==> src/rtl/usb_tx_packetizer.sv <==
// USB transmit packetizer: frames SYNC, PID, optional payload and CRC16 into a
// byte stream for a serializer using a single-byte valid/ready handshake.
module usb_tx_packetizer (
    input  logic       clk,
    input  logic       rst,
    input  logic       tx_start,
    input  logic [1:0] tx_packet_type,
    input  logic [6:0] buffer_occupancy,
    input  logic [7:0] tx_packet_data,
    output logic       get_tx_packet_data,
    output logic [7:0] byte_out,
    output logic       byte_valid,
    input  logic       byte_ready,
    output logic       eop,
    output logic       tx_busy,
    output logic       tx_done,
    output logic       tx_error
);

    typedef enum logic [3:0] {
        IDLE, SYNC, PID, FETCH, LOAD, DATA, CRC_LO, CRC_HI, EOP, DONE
    } state_t;

    localparam logic [6:0]  MAX_PAYLOAD = 7'd64;
    localparam logic [7:0]  SYNC_BYTE   = 8'h80;
    localparam logic [15:0] CRC_INIT    = 16'hFFFF;

    state_t      state_q;
    logic [1:0]  type_q;
    logic [6:0]  remain_q;
    logic [15:0] crc_q;
    logic [15:0] crc_d;
    logic [7:0]  byte_q;
    logic        valid_q;
    logic        get_q;
    logic        eop_q;
    logic        done_q;
    logic        error_q;
    logic        accept;

    // Reflected form of poly 0x8005 (0xA001), consuming the byte LSB first.
    function automatic logic [15:0] crc16_update(input logic [15:0] crc,
                                                 input logic [7:0]  data);
        logic [15:0] c;
        logic [7:0]  d;
        c = crc;
        d = data;
        for (int i = 0; i < 8; i++) begin
            if (c[0] ^ d[0]) c = (c >> 1) ^ 16'hA001;
            else             c = c >> 1;
            d = d >> 1;
        end
        return c;
    endfunction

    function automatic logic [7:0] pid_byte(input logic [1:0] ptype);
        logic [7:0] pid;
        case (ptype)
            2'd0:    pid = 8'hC3;
            2'd1:    pid = 8'h4B;
            2'd2:    pid = 8'hD2;
            default: pid = 8'h5A;
        endcase
        return pid;
    endfunction

    assign accept = valid_q & byte_ready;
    assign crc_d  = crc16_update(crc_q, byte_q);

    assign get_tx_packet_data = get_q;
    assign byte_out           = byte_q;
    assign byte_valid         = valid_q;
    assign eop                = eop_q;
    assign tx_busy            = (state_q != IDLE);
    assign tx_done            = done_q;
    assign tx_error           = error_q;

    always_ff @(posedge clk) begin
        if (rst) begin
            state_q  <= IDLE;
            type_q   <= 2'd0;
            remain_q <= 7'd0;
            crc_q    <= CRC_INIT;
            byte_q   <= 8'h00;
            valid_q  <= 1'b0;
            get_q    <= 1'b0;
            eop_q    <= 1'b0;
            done_q   <= 1'b0;
            error_q  <= 1'b0;
        end else begin
            get_q   <= 1'b0;
            eop_q   <= 1'b0;
            done_q  <= 1'b0;
            error_q <= 1'b0;
            case (state_q)
                IDLE: begin
                    if (tx_start) begin
                        // Only data packets carry a payload, so only they can overflow.
                        if (!tx_packet_type[1] && buffer_occupancy > MAX_PAYLOAD) begin
                            error_q <= 1'b1;
                        end else begin
                            type_q   <= tx_packet_type;
                            remain_q <= buffer_occupancy;
                            crc_q    <= CRC_INIT;
                            byte_q   <= SYNC_BYTE;
                            valid_q  <= 1'b1;
                            state_q  <= SYNC;
                        end
                    end
                end
                SYNC: begin
                    if (accept) begin
                        byte_q  <= pid_byte(type_q);
                        state_q <= PID;
                    end
                end
                PID: begin
                    if (accept) begin
                        if (type_q[1]) begin
                            valid_q <= 1'b0;
                            eop_q   <= 1'b1;
                            state_q <= EOP;
                        end else if (remain_q != 7'd0) begin
                            valid_q <= 1'b0;
                            get_q   <= 1'b1;
                            state_q <= FETCH;
                        end else begin
                            byte_q  <= ~crc_q[7:0];
                            state_q <= CRC_LO;
                        end
                    end
                end
                FETCH: begin
                    remain_q <= remain_q - 7'd1;
                    state_q  <= LOAD;
                end
                LOAD: begin
                    byte_q  <= tx_packet_data;
                    valid_q <= 1'b1;
                    state_q <= DATA;
                end
                DATA: begin
                    if (accept) begin
                        crc_q <= crc_d;
                        if (remain_q != 7'd0) begin
                            valid_q <= 1'b0;
                            get_q   <= 1'b1;
                            state_q <= FETCH;
                        end else begin
                            byte_q  <= ~crc_d[7:0];
                            state_q <= CRC_LO;
                        end
                    end
                end
                CRC_LO: begin
                    if (accept) begin
                        byte_q  <= ~crc_q[15:8];
                        state_q <= CRC_HI;
                    end
                end
                CRC_HI: begin
                    if (accept) begin
                        valid_q <= 1'b0;
                        eop_q   <= 1'b1;
                        state_q <= EOP;
                    end
                end
                EOP: begin
                    done_q  <= 1'b1;
                    state_q <= DONE;
                end
                DONE: begin
                    state_q <= IDLE;
                end
                default: begin
                    state_q <= IDLE;
                end
            endcase
        end
    end

endmodule

==> config.mk <==
export PLATFORM = sky130hd
export DESIGN_NAME = usb_tx_packetizer
export DESIGN_NICKNAME = d
export VERILOG_FILES = /design/src/rtl/usb_tx_packetizer.sv
export SDC_FILE = /design/constraint.sdc
export NUM_CORES = 1
export LEC_CHECK = 0
export BUFFER_PORTS_ARGS = -buffer_cell sky130_fd_sc_hd__buf_2
export CORE_AREA = 2 2 78 80
export CTS_CLUSTER_SIZE = 40
export DETAILED_ROUTE_END_ITERATION = 12
export DIE_AREA = 0 0 80 82
export SLEW_MARGIN = 5
export SYNTH_ARGS = -nofsm -noshare
export SYNTH_HDL_FRONTEND = slang
export SYNTH_SLANG_ARGS = --single-unit
==> constraint.sdc <==
create_clock -name clk -period 5.25 [get_ports clk]
set_input_delay 0.2625 -clock clk [delete_from_list [all_inputs] [get_ports clk]]
set_output_delay 0.2625 -clock clk [all_outputs]
set_load 0.03 [all_outputs]
==> metrics.cfg <==
[grt]
grt_pass1_wl_um=10500
grt_pass1_vias=2109
grt_max_degree=29
antenna_found_initial=0
grt_overflow=0
grt_usage_pct=20.5

[drt]
drtIter0Drc=213
firstDrtPassIters=4
wl_per_cell_um=16.0
vias=2376
drt_drc_violations_left=0
detail_route.vias_per_cell=5.85
antenna_left=0
finalWirelength_um=6500

[synth]
ys_ff_latch=42
synth_compound_area_share_pct=26.4
synth_top_area_share_pct=34.0
synthAdderAreaFrac_pct=0.507
synth_edf_count=0
async_reset_ff_share_pct=0
synth-xor-area-share_pct=9.83
synth_cell_types=60
syn_avg_cell_area_um2=8.05
synth-main-ff-cell=dfxtp_1
synth_top_family_by_area=compound AO/OA/AOI/OAI gates
yosysWarnings=0
synth_top_area_cell=dfxtp_1
yosys.area_share.simple_pct=21.5
synth_cells=307
seq_area_frac_synth_pct=34.0
synthTopCellsByArea=dfxtp_1 34%, a21oi_1 6.5%, nand2_1 5.5%
synth_area_um2=2470
syn-num-nets=329
synth_mux_area_share_pct=2.43

[sta]
slew_headroom_pct=37.7
period_share_pct=51.8
rsz0062_at_grt=no
finClkSkew_ps=6.69
finalHoldViolCount=0
slew_violations=0
setup_viol=0
fmax_ghz=0.368
layout_setup_ws_ps=2530
hold_ws_ps=215
tightest_slew_ps=934
post-route-min-period_ps=2720
finalSetupTns_ps=0

[setup_path]
endpoint_kind=register
crit_buf_inv=1
slowest_delay_ps=690
critPathKind=register to register
critPathTopFamily=simple AND/OR/NAND/NOR gates
cp.arrival_ps=2900
cp_max_fo=14
path_cells=inv_1, ha_1, nor3b_2, nand2_1, and3_1, nor4b_4, o221ai_1, o211a_1
required_ps=5430
cp_slowest_cell=nor4b_4
cp-start-kind=register

[run]
cap_violations=0

[die]
die_w_um=80
core_area_um2=5750
initial_core_util_pct=43.0
ios=35
die_area_um2=6560
die_h_um=82
num_rows=28

[cts]
post_cts_buffers=0
insertion_delay_ps=290
post_cts_resized=0
cts_root_buffer=clkbuf_8
cts_tree=built
numCtsBuffers=5
htree_levels=2
clk_path_buf_depth=2
holdBufCountCts=0
cts.clk_slew.worst_paths_ps=80
clock_sinks=42

[cells_and_area]
drive_gt1_share_pct=16.3
area_delta_synth_final_pct=11.5
layout.nets=352
n_antenna_cell=0

[power]
p_leak_nw=1.07
ir_worst_vdd_mv=0.195
power_density_nw_per_um2=324
power_w=0.000893

[place]
dp_hpwl_um=4670
place_congestion=0.852
dp_slack_ps=2530
numPortBuffers=34

[status]
run_status=completed

[hold_path]
worstHoldPathType=input pin to register

## path summary, 6_finish.rpt
check	cells past startpoint	slack (ps)	end	from
setup / recovery	8	2530	byte_out[5]	remain_q[0]
hold / removal	3	210	type_q[0]	tx_packet_type[0]
hold reg to reg	2	470	type_q[0]	type_q[0]
setup reg to reg	8	2530	byte_out[5]	remain_q[0]
## placed cells by master, fill, tap and decap left out, types with 2 or more instances in the layout
master    instances
nand2b_1          5
nand2_1          36
mux2i_1           6
a31oi_1           5
o21ai_0          18
inv_1            13
clkbuf_8          6
nor3_2            2
o211a_1           4
nor2b_1           4
nor2_1           21
o211ai_1          5
buf_2            34
xor2_1            2
xnor2_1          14
a21oi_1          32
nor4_1            2
a221oi_1          3
nor3b_1           2
a22oi_1           3
o22ai_1          11
dfxtp_1          42
o221ai_1          5
xnor3_1           2
nand3_1          13
nor3_1            6
## tightest hold or removal path: cells and delay by family
family | cells | cell delay (ps)
buf+inv | 1 | 100
simple gates | 1 | 50
compound gates | 1 | 50
## routing by layer
layer	share of wire, %	vias to the layer above	global-route usage (%)
li1	-	1163	-
met1	47	1137	28.3
met2	47	74	33.9
met3	5.1	2	3.41
met4	0.45	0	4.07
met5	0	-	0
## stage by stage
step | cell area [um^2] | util, % | instances
3_3_place_gp | 2660 | 46.3 | 398
5_1_grt | 2750 | 47.9 | 406
3_5_place_dp | 2660 | 46.3 | 398
2_1_floorplan | 2470 | - | 307
6_report | 2750 | 47.9 | 406
4_1_cts | 2750 | 47.9 | 406
## synth_stat cells (2+ instances only)
master and n:
a22oi_1 3, xnor2_1 14, xnor3_1 2, nor2_1 21, a21oi_1 32, nor2b_1 4, o21ai_0 18, o211a_1 4
nor3_1 6, nor4_1 2, xor2_1 2, nor3_2 2, a31oi_1 5, o211ai_1 5, mux2i_1 6, nand3_1 13
clkbuf_1 11, nand2b_1 5, buf_2 3, o221ai_1 5, buf_1 4, nand2_1 36, dfxtp_1 42, inv_1 13
nor3b_1 2, o22ai_1 11, a221oi_1 3
## state kept, by name, indices dropped and copies added (netlist names)
signal,flops
byte_valid,1
get_tx_packet_data,1
type_q,2
remain_q,7
byte_out,8
tx_error,1
tx_done,1
state_q,4
crc_q,16
eop,1
## power breakdown
part | leakage [nW] | internal, W | switching (W)
clock | 0.0482 | 0.000106 | 0.000110
sequential | 0.342 | 0.000340 | 0.0000338
combinational | 0.676 | 0.000127 | 0.000175
total | 1.07 | 0.000573 | 0.000319
## kinds of logic (layout without fill, tap and decap cells)
group                      count (synthesis)  count (layout)
and+or+nand+nor                          103             103
DFF                                       42              42
muxes                                      6               6
adders and majority gates                  1               1
xor gates and xnor gates                  21              21
AOI/OAI and AO/OA                        101             101
buffers and inverters                     33              57
## final cells by class
type,count,area [um^2]
clock buffer,7,86.3
clock inverter,1,5.00
fill,601,2990
inverter,14,52.6
multi-input combinational,232,1500
sequential,42,841
tap,75,93.8
timing repair buffer,35,178
Note: power is estimated with default switching activity, not from simulation.
